<file path="config.mk">
export PLATFORM = sky130hd
export DESIGN_NAME = iter_alu
export DESIGN_NICKNAME = d
export VERILOG_FILES = /design/src/rtl/iter_alu.sv
export SDC_FILE = /design/constraint.sdc
export NUM_CORES = 1
export LEC_CHECK = 0
export CAP_MARGIN = 10
export CORE_MARGIN = 1.5
export CORE_UTILIZATION = 60
export CTS_CLUSTER_DIAMETER = 40
export DETAILED_ROUTE_END_ITERATION = 12
export DONT_BUFFER_PORTS = 1
export PLACE_DENSITY_LB_ADDON = 0.1
export SETUP_SLACK_MARGIN = 0.02
export SYNTH_ARGS = -nofsm -noshare
export SYNTH_HDL_FRONTEND = slang
export SYNTH_SLANG_ARGS = --single-unit
</file>
<file path="constraint.sdc">
create_clock -name clk -period 11.73 [get_ports clk]
set_input_delay 1.173 -clock clk [delete_from_list [all_inputs] [get_ports clk]]
set_output_delay 1.173 -clock clk [all_outputs]
set_load 0.02 [all_outputs]
</file>
<file path="src/rtl/iter_alu.sv">
// Execute-stage companion ALU: logic, add/sub and signed compare finish in one
// registered cycle; unsigned multiply and divide iterate one bit per clock.
module iter_alu #(
  parameter int WIDTH = 32,
  parameter int CNT_W = 6
) (
  input  logic             clk,
  input  logic             rst_n,
  input  logic             start,
  input  logic [2:0]       op,
  input  logic [WIDTH-1:0] a,
  input  logic [WIDTH-1:0] b,
  output logic [WIDTH-1:0] result,
  output logic [WIDTH-1:0] result_hi,
  output logic             zero_flag,
  output logic             ovf_flag,
  output logic             dz_flag,
  output logic             busy,
  output logic             done
);

  localparam logic [2:0] OP_AND  = 3'b000;
  localparam logic [2:0] OP_OR   = 3'b001;
  localparam logic [2:0] OP_ADD  = 3'b010;
  localparam logic [2:0] OP_XOR  = 3'b011;
  localparam logic [2:0] OP_SUB  = 3'b100;
  localparam logic [2:0] OP_MULU = 3'b101;
  localparam logic [2:0] OP_SLT  = 3'b110;
  localparam logic [2:0] OP_DIVU = 3'b111;

  localparam logic [CNT_W-1:0] LAST_ITER = CNT_W'(WIDTH - 1);

  typedef enum logic [1:0] {IDLE, RUN_MUL, RUN_DIV} state_e;

  function automatic logic [WIDTH-1:0] sc_result(input logic [2:0] o,
                                                 input logic [WIDTH-1:0] x,
                                                 input logic [WIDTH-1:0] y);
    logic signed [WIDTH-1:0] xs;
    logic signed [WIDTH-1:0] ys;
    xs = x;
    ys = y;
    case (o)
      OP_AND:  sc_result = x & y;
      OP_OR:   sc_result = x | y;
      OP_ADD:  sc_result = x + y;
      OP_XOR:  sc_result = x ^ y;
      OP_SUB:  sc_result = x - y;
      OP_SLT:  sc_result = {{(WIDTH-1){1'b0}}, (xs < ys)};
      default: sc_result = '0;
    endcase
  endfunction

  // Signed overflow: result sign differs from a when operand signs make it possible.
  function automatic logic sc_overflow(input logic [2:0] o,
                                       input logic [WIDTH-1:0] x,
                                       input logic [WIDTH-1:0] y,
                                       input logic [WIDTH-1:0] r);
    case (o)
      OP_ADD:  sc_overflow = (x[WIDTH-1] == y[WIDTH-1]) && (r[WIDTH-1] != x[WIDTH-1]);
      OP_SUB:  sc_overflow = (x[WIDTH-1] != y[WIDTH-1]) && (r[WIDTH-1] != x[WIDTH-1]);
      default: sc_overflow = 1'b0;
    endcase
  endfunction

  state_e             state_q, state_d;
  logic [CNT_W-1:0]   cnt_q, cnt_d;
  logic [WIDTH-1:0]   opa_q, opa_d;   // multiplicand or divisor
  logic [WIDTH-1:0]   acc_q, acc_d;   // product high half or partial remainder
  logic [WIDTH-1:0]   lo_q, lo_d;     // multiplier/product low half or dividend/quotient
  logic [WIDTH-1:0]   result_q, result_d;
  logic [WIDTH-1:0]   result_hi_q, result_hi_d;
  logic               zero_q, zero_d;
  logic               ovf_q, ovf_d;
  logic               dz_q, dz_d;
  logic               done_q, done_d;

  logic [WIDTH-1:0]   sc_res;
  logic               sc_ovf;
  logic [WIDTH:0]     mul_sum;
  logic [WIDTH-1:0]   mul_lo_nx;
  logic [WIDTH:0]     div_sh;
  logic               div_ge;
  logic [WIDTH-1:0]   div_diff;
  logic [WIDTH-1:0]   div_rem_nx;
  logic [WIDTH-1:0]   div_quo_nx;

  assign sc_res = sc_result(op, a, b);
  assign sc_ovf = sc_overflow(op, a, b, sc_res);

  // One shift-add step (LSB first) and one restoring-division step (MSB first).
  assign mul_sum    = {1'b0, acc_q} + (lo_q[0] ? {1'b0, opa_q} : '0);
  assign mul_lo_nx  = {mul_sum[0], lo_q[WIDTH-1:1]};
  assign div_sh     = {acc_q, lo_q[WIDTH-1]};
  assign div_ge     = div_sh >= {1'b0, opa_q};
  assign div_diff   = div_sh[WIDTH-1:0] - opa_q;
  assign div_rem_nx = div_ge ? div_diff : div_sh[WIDTH-1:0];
  assign div_quo_nx = {lo_q[WIDTH-2:0], div_ge};

  always_comb begin
    state_d     = state_q;
    cnt_d       = cnt_q;
    opa_d       = opa_q;
    acc_d       = acc_q;
    lo_d        = lo_q;
    result_d    = result_q;
    result_hi_d = result_hi_q;
    zero_d      = zero_q;
    ovf_d       = ovf_q;
    dz_d        = dz_q;
    done_d      = 1'b0;
    case (state_q)
      IDLE: begin
        if (start) begin
          if (op == OP_MULU) begin
            state_d = RUN_MUL;
            cnt_d   = '0;
            opa_d   = a;
            lo_d    = b;
            acc_d   = '0;
          end else if (op == OP_DIVU) begin
            state_d = RUN_DIV;
            cnt_d   = '0;
            opa_d   = b;
            lo_d    = a;
            acc_d   = '0;
          end else begin
            result_d    = sc_res;
            result_hi_d = '0;
            zero_d      = (sc_res == '0);
            ovf_d       = sc_ovf;
            dz_d        = 1'b0;
            done_d      = 1'b1;
          end
        end
      end
      RUN_MUL: begin
        acc_d = mul_sum[WIDTH:1];
        lo_d  = mul_lo_nx;
        cnt_d = cnt_q + 1'b1;
        if (cnt_q == LAST_ITER) begin
          state_d     = IDLE;
          cnt_d       = '0;
          result_d    = mul_lo_nx;
          result_hi_d = mul_sum[WIDTH:1];
          zero_d      = (mul_lo_nx == '0);
          ovf_d       = (mul_sum[WIDTH:1] != '0);
          dz_d        = 1'b0;
          done_d      = 1'b1;
        end
      end
      RUN_DIV: begin
        // A zero divisor always "subtracts", giving all-ones quotient and remainder = a.
        acc_d = div_rem_nx;
        lo_d  = div_quo_nx;
        cnt_d = cnt_q + 1'b1;
        if (cnt_q == LAST_ITER) begin
          state_d     = IDLE;
          cnt_d       = '0;
          result_d    = div_quo_nx;
          result_hi_d = div_rem_nx;
          zero_d      = (div_quo_nx == '0);
          ovf_d       = 1'b0;
          dz_d        = (opa_q == '0);
          done_d      = 1'b1;
        end
      end
      default: state_d = IDLE;
    endcase
  end

  always_ff @(posedge clk) begin
    if (!rst_n) begin
      state_q     <= IDLE;
      cnt_q       <= '0;
      result_q    <= '0;
      result_hi_q <= '0;
      zero_q      <= 1'b0;
      ovf_q       <= 1'b0;
      dz_q        <= 1'b0;
      done_q      <= 1'b0;
    end else begin
      state_q     <= state_d;
      cnt_q       <= cnt_d;
      result_q    <= result_d;
      result_hi_q <= result_hi_d;
      zero_q      <= zero_d;
      ovf_q       <= ovf_d;
      dz_q        <= dz_d;
      done_q      <= done_d;
    end
  end

  // Working registers carry no reset; they are always loaded before use.
  always_ff @(posedge clk) begin
    opa_q <= opa_d;
    acc_q <= acc_d;
    lo_q  <= lo_d;
  end

  assign result    = result_q;
  assign result_hi = result_hi_q;
  assign zero_flag = zero_q;
  assign ovf_flag  = ovf_q;
  assign dz_flag   = dz_q;
  assign busy      = (state_q != IDLE);
  assign done      = done_q;

endmodule

</file>
==> results.ini <==
[synth]
synth_edf_count=96
synthesis.nets=2529
syn_area_um2=17500
yosys_register_bits=172
synthCells=2287
synthXorXnorAreaFrac_pct=3.31
yosys-top-cells-area=edfxtp_1 (17%), ha_1 (12%), dfxtp_1 (8.7%)
synth.distinct_cells=92
synth_top_family_by_area=compound AO/OA/AOI/OAI gates
syn_avg_cell_area_um2=7.64
synth_common_cells=o21ai_0 (242), nor2_1 (224), a21oi_1 (201), nand2_1 (181), ha_1 (168)
synth-compound-area-share_pct=30.4
seq_area_frac_synth_pct=25.2
async_flop_share_pct=0
yosys.area.top_type=edfxtp_1
ys_warn_count=0
synth-adder-area-share_pct=12.5
muxShareOfSynthArea_pct=2.46
synthMostInstantiatedCell=o21ai_0
synth_top_area_share_pct=16.5
synthFlopType=edfxtp_1
synth-simple-area-share_pct=19.6

[floorplanning]
fp.dieW_um=174
coreArea_um2=28700
chipHeight_um=174
ios=139
rows=62
dieArea_um2=30100
floorplan.initialDensity_pct=60.9

[critical_path]
r2r-end=ovf_flag
crit_slowest_cell=nor4b_1
r2r-start=lo_q[0]
crit_fanout=24
worstPathArrival_ns=5.28
crit_required_ns=12.04
crit_type=reg2reg
worst_path_dominant_cell_family=simple AND/OR/NAND/NOR gates
crit_buf_inv=1
crit_cells=14
critPathLaunchType=flip-flop
reg2reg_depth=14
cp_slowest_stage_delay_ns=0.57
cp_cell_sequence=buf_4 -> and2_1 -> ha_1 -> a21oi_1 -> o211ai_1 -> a221o_1 -> nand2b_1 -> xnor2_1 -> nor4b_1 -> nand4b_1 -> nor4_1 -> or4b_1 -> o41ai_2 -> o41ai_1
end_kind=flip-flop
rrSetupSlack_ns=6.76

[run]
maxCapViolCount=0

[timing]
period_minus_slack_ns=4.97
setup_ws_ns=6.76
finalSetupViolCount=0
relSlewSlack_pct=18.7
rsz0062_at_grt=no
hold_slack_ns=0.557
worst_pin_slew_ns=1.22
fmax_mhz=201
hold_violations=0
period_share_pct=42.4
slew_viol_final=0
fin_tns_setup_ns=0
fin_skew_ns=0.0121

[final_layout]
fin_area_um2=18100
antennaDiodeCount=0
finalNetCount=2431
drive_gt1_share_pct=4.41
syn_to_final_growth_pct=3.81

[worst_hold_path]
hp-start=cnt_q[5]
hold_path_class=reg2reg
hold_path_end=cnt_q[5]
whs_path_depth=2

[clocking]
htree_levels=4
cts_tree=done
cts_root_buffer=clkbuf_16
hold_buffers=0
cts_made_buffers=17
clock-sinks=172
clockBufferDepth=2
cts.clk_slew.worst_paths_ns=0.07
clock_latency_ns=0.45
cts-resized-gates=0
cts_setup_buffers=0

[placement]
io_buffers=0
pre_cts_ws_ns=6.85
dpl.hpwl_mm=46.6
placed_area_um2=17600
place_congestion=1.04

[power]
finalPower_mw=1.97
ir_worst_vdd_v=0.000105
leakage_nw=7.57
power_density_nw_per_um2=109

[detailed_routing]
wl_per_cell_um=24.1
firstDrtPassIters=7
drt_iter0_markers=2318
drtAntennaViolNets=0
vias=17875
post-route-drc-count=0
wirelength_mm=62.2
routed_via_density=6.91

[global_route]
antenna_found_initial=4
grt_pass1_wl_mm=95.6
grt_max_degree=88
overflow=0
grt_use_total_pct=40.5
grt_pass1_vias=16755

[status]
outcome=finished clean

-- power by group --
| part | internal (mW) | leakage [nW] | switching [mW] |
|---|---|---|---|
| Combinational | 0.230 | 5.78 | 0.437 |
| Sequential | 0.689 | 1.53 | 0.0696 |
| Clock | 0.295 | 0.267 | 0.248 |
| Total | 1.21 | 7.57 | 0.755 |
-- cell families after synthesis --
family | Yosys count
buffers and inverters | 294
DFF | 172
xor gates and xnor gates | 66
adders and majority gates | 172
AOI/OAI and AO/OA | 830
and+or+nand+nor | 710
muxes | 43
-- worst min-delay path: cells and delay by family (launching register included) --
family	cells	cell delay, ns
simple gates	1	0.09
flops	1	0.35
xor+xnor	1	0.08
-- per-layer routing --
metal	up-vias	global-route usage (%)	part of all wire, %
li1	8165	-	-
met1	8358	53.0	40
met2	1135	63.4	44
met3	215	8.57	11
met4	2	20.3	5.3
met5	-	0	0.037
-- area by class of cell --
cell class,instances,area (µm²)
clock buffer,20,437
clock inverter,12,116
fill,2623,10600
inverter,159,597
multi-input combinational,1821,12000
sequential,172,4400
tap,384,480
timing repair buffer,18,135
-- worst max-delay path by stage --
stage | startpoint | endpoint | slack, ns
2_1_floorplan | a[9] | ovf_flag | 7.61
3_3_place_gp | lo_q[0] | ovf_flag | 6.92
3_5_place_dp | b[11] | ovf_flag | 6.85
4_1_cts | lo_q[0] | ovf_flag | 6.75
5_1_grt | lo_q[0] | ovf_flag | 6.48
6_report | lo_q[0] | ovf_flag | 6.76
-- sequential cells by signal (all words and copies together), names as in the netlist --
signal / cells
zero_flag: 1
dz_flag: 1
state_q: 2
cnt_q: 6
ovf_flag: 1
result: 32
result_hi: 32
done: 1
opa_q: 32
acc_q: 32
lo_q: 32
-- per-stage QoR --
stage | cells | utilization (%)
3_5_place_dp | 2554 | 61.2
2_1_floorplan | 2287 | -
5_1_grt | 2586 | 63.2
4_1_cts | 2586 | 63.2
6_report | 2586 | 63.2
3_3_place_gp | 2554 | 61.2
-- cells in the final DEF, fill, tap and decap left out, types with 20 or more instances in the layout --
cell      Yosys  layout
o21ai_0     242     241
nor2_1      224     223
a21oi_1     201     201
nand2_1     181     181
ha_1        168     168
inv_1       156     155
edfxtp_1     96      96
dfxtp_1      76      76
a21o_1       56      56
and2_1       48      48
a22oi_1      46      46
mux2i_1      43      43
nand3_1      43      42
nor3_1       38      38
nor4_1       37      37
xnor2_1      35      35
xor2_1       31      31
o22ai_1      30      30
a31oi_1      30      30
nor2b_1      28      28
nand4_1      25      25
nand2b_1     21      21
a211oi_1     21      21
o211ai_1     20      20
Power figures use the tool's default switching activity.
